--- src/rtl/wb_merge.sv ---
// wb_merge: merges the in-order W-stage write stream with out-of-order
// mult/div results onto the single GRF write port. It also keeps a
// per-register busy scoreboard so decode can stall on pending results.
module wb_merge #(
    parameter int DEPTH = 2
) (
    input  logic        clk,
    input  logic        reset,
    input  logic        pipe_we,
    input  logic [4:0]  pipe_addr,
    input  logic [31:0] pipe_data,
    input  logic        md_valid,
    input  logic [4:0]  md_addr,
    input  logic [31:0] md_data,
    output logic        md_ready,
    input  logic        iss_valid,
    input  logic [4:0]  iss_addr,
    input  logic [4:0]  q_addr1,
    input  logic [4:0]  q_addr2,
    input  logic [4:0]  q_addr3,
    output logic        q_busy1,
    output logic        q_busy2,
    output logic        q_busy3,
    output logic [4:0]  RegWrite,
    output logic        WriteEn,
    output logic [31:0] WData,
    output logic        err
);

    localparam int AW = $clog2(DEPTH);
    localparam logic [AW:0] PTR_ONE = 1;

    // Result FIFO storage. Only the pointers are reset; stale entries are
    // unreachable once the pointers are equal.
    logic [4:0]  fifo_addr [DEPTH];
    logic [31:0] fifo_data [DEPTH];
    logic [AW:0] wptr, rptr;

    logic [31:0] busy, busy_nxt;
    logic        full, empty, pipe_hit, push, pop, err_nxt;
    logic [4:0]  head_addr;
    logic [31:0] head_data;

    assign full      = (wptr[AW] != rptr[AW]) && (wptr[AW-1:0] == rptr[AW-1:0]);
    assign empty     = (wptr == rptr);
    assign md_ready  = !full;
    assign head_addr = fifo_addr[rptr[AW-1:0]];
    assign head_data = fifo_data[rptr[AW-1:0]];

    // Queries see the registered scoreboard only.
    assign q_busy1 = busy[q_addr1];
    assign q_busy2 = busy[q_addr2];
    assign q_busy3 = busy[q_addr3];

    // Port arbitration: pipe writes to $0 neither write nor block a pop;
    // results to $0 are accepted and discarded.
    always_comb begin
        pipe_hit = pipe_we && (pipe_addr != 5'd0);
        pop      = !empty && !pipe_hit;
        push     = md_valid && md_ready && (md_addr != 5'd0);
    end

    // Scoreboard next state: clear on pop, then set on issue so set wins.
    always_comb begin
        busy_nxt = busy;
        if (pop)
            busy_nxt[head_addr] = 1'b0;
        if (iss_valid && (iss_addr != 5'd0))
            busy_nxt[iss_addr] = 1'b1;
        busy_nxt[0] = 1'b0;
    end

    // Contract checks, all against the registered scoreboard.
    always_comb begin
        err_nxt = 1'b0;
        if (pipe_we && busy[pipe_addr])
            err_nxt = 1'b1;
        if (iss_valid && busy[iss_addr])
            err_nxt = 1'b1;
        if (md_valid && (md_addr != 5'd0) && !busy[md_addr])
            err_nxt = 1'b1;
    end

    // FIFO entry write; data storage needs no reset.
    always_ff @(posedge clk) begin
        if (push) begin
            fifo_addr[wptr[AW-1:0]] <= md_addr;
            fifo_data[wptr[AW-1:0]] <= md_data;
        end
    end

    // FIFO pointers, scoreboard and sticky error flag.
    always_ff @(posedge clk or negedge reset) begin
        if (!reset) begin
            wptr <= '0;
            rptr <= '0;
            busy <= '0;
            err  <= 1'b0;
        end else begin
            if (push)
                wptr <= wptr + PTR_ONE;
            if (pop)
                rptr <= rptr + PTR_ONE;
            busy <= busy_nxt;
            if (err_nxt)
                err <= 1'b1;
        end
    end

    // GRF write-port register: pipe first, then FIFO head, else idle with
    // address/data held.
    always_ff @(posedge clk or negedge reset) begin
        if (!reset) begin
            RegWrite <= 5'd0;
            WriteEn  <= 1'b0;
            WData    <= 32'd0;
        end else if (pipe_hit) begin
            RegWrite <= pipe_addr;
            WriteEn  <= 1'b1;
            WData    <= pipe_data;
        end else if (pop) begin
            RegWrite <= head_addr;
            WriteEn  <= 1'b1;
            WData    <= head_data;
        end else begin
            WriteEn  <= 1'b0;
        end
    end

endmodule

--- config.mk ---
export PLATFORM = sky130hd
export DESIGN_NAME = wb_merge
export DESIGN_NICKNAME = d
export VERILOG_FILES = /design/src/rtl/wb_merge.sv
export SDC_FILE = /design/constraint.sdc
export NUM_CORES = 1
export LEC_CHECK = 0
export ABC_CLOCK_PERIOD_IN_PS = 6350
export CAP_MARGIN = 10
export CORE_AREA = 5 5 121 123
export CTS_CLUSTER_SIZE = 14
export DETAILED_ROUTE_END_ITERATION = 10
export DIE_AREA = 0 0 126 128
export GPL_TIMING_DRIVEN = 0
export PLACE_DENSITY = 0.88
export SYNTH_ARGS = -nofsm -noshare
export SYNTH_HDL_FRONTEND = slang
export SYNTH_SLANG_ARGS = --single-unit
export TNS_END_PERCENT = 5
--- constraint.sdc ---
create_clock -name clk -period 6.35 [get_ports clk]
set_clock_uncertainty 0.05 [all_clocks]
set_input_delay 1.27 -clock clk [delete_from_list [all_inputs] [get_ports clk]]
set_output_delay 1.27 -clock clk [all_outputs]
set_load 0.02 [all_outputs]
Word-level counts from Yosys, hierarchy flattened
Memory sizes are Yosys's and may differ from the RTL's. Index checks and enable logic that the tools add are counted.

Add/sub/neg operators: 2. Multipliers: 0. Divide/modulo/power cells: 0. Magnitude comparators: 9. Equal/unequal tests: 3. Shifts and indexed selects: 0. Multiplexer cells: 29. Bitwise gates (word level): 3. Reduce and logical (&&, ||, !) cells: 20.

Operators by type and width (number): 32-bit two-way mux (4); 5-bit by 6-bit less-than comparator with 1-bit output, second input constant (7); 32-bit AND (1); 32-bit inverter (1); 32-bit OR (1); 1-bit binary-select mux with 5-bit select (6); 1-bit two-way mux (15); 5-bit nonzero test (3); 1-bit logical AND (12); 1-bit demux with 5-bit select (2); 5-bit by 1-bit greater-or-equal comparator with 1-bit output, second input constant (2); 5-bit two-way mux (2); 2-bit by 1-bit adder with 2-bit output, second input constant (2); 1-bit logical NOT (4); 2-bit == test (1); 2-bit nonzero test (1); 1-bit == test (1); 1-bit != test (1).

Bits in registers: 74. Bits in latches: 0. Memory bits (writable): 74. Memory bits (read-only): 0. Output and inout port bits: 43. Word-level logic and storage cells: 75. Memories kept: 2.

Memory list: fifo_data (depth 2, bits a word 32, rd ports 1, clocked after Yosys merged registers in 0, write ports 1, RTL line 36) `logic [31:0] fifo_data [DEPTH];`; fifo_addr (depth 2, bits a word 5, rd ports 1, clocked after Yosys merged registers in 0, write ports 1, RTL line 35) `logic [4:0] fifo_addr [DEPTH];`.

Longest topological paths before layout
An unclocked memory read counts as a cell.

Depth in word-level cells: 10. Depth in mapped cells: 8. Gate-level depth less buffers: 5.

Least setup slack after synthesis
No wires, ideal clock.

Kind: input-to-output. Start point: input port q_addr1[1]. End point: output port q_busy1. Arrival time: 2.761 ns. Required time: 5.030 ns. Setup slack: 2.269 ns. Stages: 4. Buffers on the path: 1. Cell sequence: buf_2 > mux4_2 > mux4_2 > mux2_2.

Longest elaborated chain between the ends: 2.

Ends and longest elaborated chain: start, declared (RTL line 18) `input logic [4:0] q_addr1,`; 1-bit binary-select mux with 5-bit select (RTL line 51) `assign q_busy1 = busy[q_addr1];`; 1-bit two-way mux (not written as such) (RTL line 51); end, declared (RTL line 21) `output logic q_busy1,`.

Every way passes these cells. The select of a mux whose other input is x is not followed.

Worst setup path after layout
Ends and elaborated chain as after synthesis.

==> results.cfg <==
[global_route]
globalRouteMet2Util_pct = 44.6
grt_pass1_wl_mm = 34.0
gr-usage-met3_pct = 7.21
use_met1_pct = 34.2
grt_usage_pct = 27.4
antenna_found_initial = 1
grt_pass1_vias = 6178
grt_max_degree = 57
grt_overflow_total = 0
top_usage_layer = met2

[cts]
root_buffer = clkbuf_16
cts_resized = 0
cts_setup_buffers = 0
cts_buffers = 17
insertion_delay_ps = 420
cts_sinks = 148
htree_levels = 4
cts_hold_buf = 0
cts.path.max_buffers = 2
clk_pin_slew_ps = 60
cts_tree = done

[timing]
relSlewSlack_pct = 41.8
fin_tns_setup_ps = 0
fin_ws_ps = 1690
finalSetupViolations = 0
hold_viol = 0
finalMaxSlewViolations = 0
rsz0062_at_grt = no
max_freq_mhz = 214
period_share_pct = 73.5
hold-worst-slack_ps = 447
worstMarginPinSlew_ps = 848
min_period_ps = 4660

[yosys]
seq_area_frac_synth_pct = 54.8
synth_fp_nets = 688
synth.avg_cell_area_sq_um = 12.6
synth-seq-cells = 148
synth_area_sq_um = 7430
synth_top_area_share_pct = 29.9
ys_top_cells_by_area = edfxtp_1, dfrtp_1, mux4_2
synth_warnings = 0
synth.distinct_cells = 40
netlist_instances = 589
synth_area_leader_cell = edfxtp_1

[final_layout]
utilization_pct = 70.9
drive_above_1_share_pct = 15.3
finalNetCount = 840
fin_area_sq_um = 9620
multiInputGateArea_sq_um = 3180
layout_common_cells = o21ai_0, clkdlybuf4s50_1, nand2_1, dfrtp_1, edfxtp_1
final_common_cell = o21ai_0
syn_to_final_growth_pct = 29.4
fillCellCount = 900
final_cells = 934
seq_area_sq_um = 4070
n_antenna_cell = 0

[place]
placed_cells = 902
io_buffers = 130
pre_cts_ws_ps = 1660
hpwlAfterDp_mm = 15.1
dpl_cell_area_sq_um = 9040
globalplace.congestion = 0.964

[setup_path]
cp.required_ps = 5030
crit_top_cell = mux4_2
setup.worst_path.start_class = input pin
end_kind = output port
critPathSlowestCell = clkdlybuf4s50_1
worstSetupPathType = input pin to output port
endpoint = q_busy1
crit_path_max_fanout = 9
reg2reg_to = busy[2]
path_cells = buf_2 > mux4_2 > mux4_2 > mux2_2 > clkdlybuf4s50_1
startpoint = q_addr1[1]
reg2reg_slack_ps = 3730
r2r_cells = 8
arrival_ps = 3340
timing.rr.start = rptr[0]
slowest_delay_ps = 540

[detailed_routing]
drtPass1Iterations = 5
drtIter0Drc = 750
wl_per_cell_microns = 23.3
drc = 0
antenna_left = 0
vias = 5989
viasPerCell = 6.41
wl_mm = 21.8

[floorplanning]
die_h_microns = 128
die_w_microns = 126
rows = 43
initial_core_util_pct = 54.8
coreArea_sq_um = 13600
ios = 142
dieArea_sq_um = 16100

[min_path]
hold_path.class = flop to flop

[pwr]
power_leakage_nw = 3.67
power_density_nw_per_um2 = 496
p_total_mw = 4.77
ir_drop_uv = 332

[status]
status = finished clean

[job]
maxCapViolCount = 0
==> worst min path at each step <==
stage / start / endpoint / slack, ps / depth (start not counted)
3_3_place_gp: wptr[1] / wptr[1] / 430 / 1
5_1_grt: rptr[1] / rptr[1] / 460 / 1
2_1_floorplan: wptr[1] / wptr[1] / 410 / 1
6_report: wptr[1] / wptr[1] / 450 / 1
4_1_cts: wptr[1] / wptr[1] / 450 / 1
3_5_place_dp: wptr[1] / wptr[1] / 430 / 1
==> cell families (layout without fill, tap and decap cells) <==
family | after synthesis | in the layout | share of synthesized area [%]
multiplexers | 104 | 104 | 22.5
flip-flops | 148 | 148 | 54.8
AND/OR/NAND/NOR | 133 | 133 | 7.93
buffers and inverters | 42 | 207 | 2.66
XOR/XNOR | 6 | 6 | 0.707
AO/OA/AOI/OAI | 156 | 156 | 11.4
==> cell usage after synthesis (all sizes together) <==
| cell type | n |
|---|---|
| o21ai | 137 |
| o221ai | 2 |
| or2 | 3 |
| inv | 2 |
| mux2 | 10 |
| nand4b | 1 |
| a21oi | 5 |
| o41ai | 1 |
| o22ai | 1 |
| o41a | 1 |
| or4b | 1 |
| nor2 | 6 |
| nand2 | 93 |
| and3b | 1 |
| nand3 | 7 |
| dfrtp | 74 |
| mux2i | 46 |
| or4 | 1 |
| nor4b | 1 |
| mux4 | 48 |
| a2111oi | 1 |
| xnor2 | 4 |
| a211oi | 2 |
| edfxtp | 74 |
| nand4 | 7 |
| a2111o | 1 |
| nand2b | 7 |
| xor2 | 2 |
| o31ai | 4 |
| o32a | 1 |
| buf | 22 |
| nor3b | 1 |
| clkbuf | 18 |
| nor2b | 4 |
==> sequential cells by signal (all words and copies together) (netlist names) <==
name / count
WData: 32
busy: 31
fifo_addr: 10
wptr: 2
rptr: 2
fifo_data: 64
err: 1
WriteEn: 1
RegWrite: 5
==> metal layers <==
metal | vias up | share of wire, %
met5 | - | 0.041
met4 | 2 | 4.4
met3 | 91 | 10
met2 | 413 | 49
met1 | 2928 | 36
li1 | 2555 | -
==> cell type report <==
class | instances | share of cell area, %
sequential | 148 | 42.4
multi-input combinational | 399 | 33.0
timing repair buffer | 133 | 14.2
clock buffer | 18 | 4.57
tap | 180 | 2.34
buffer | 40 | 1.98
clock inverter | 14 | 1.42
inverter | 2 | 0.0781
==> critical path: cells and delay by family <==
| family | cells | cell delay [ps] |
|---|---|---|
| buf+inv | 2 | 780 |
| mux | 3 | 1280 |
==> power by group <==
part	leakage [nW]	switching [mW]	internal, mW
combinational	1.82	1.12	0.915
clock	0.281	0.439	0.530
sequential	1.57	0.356	1.41
total	3.67	1.92	2.86
(Power assumes the default switching activity.)
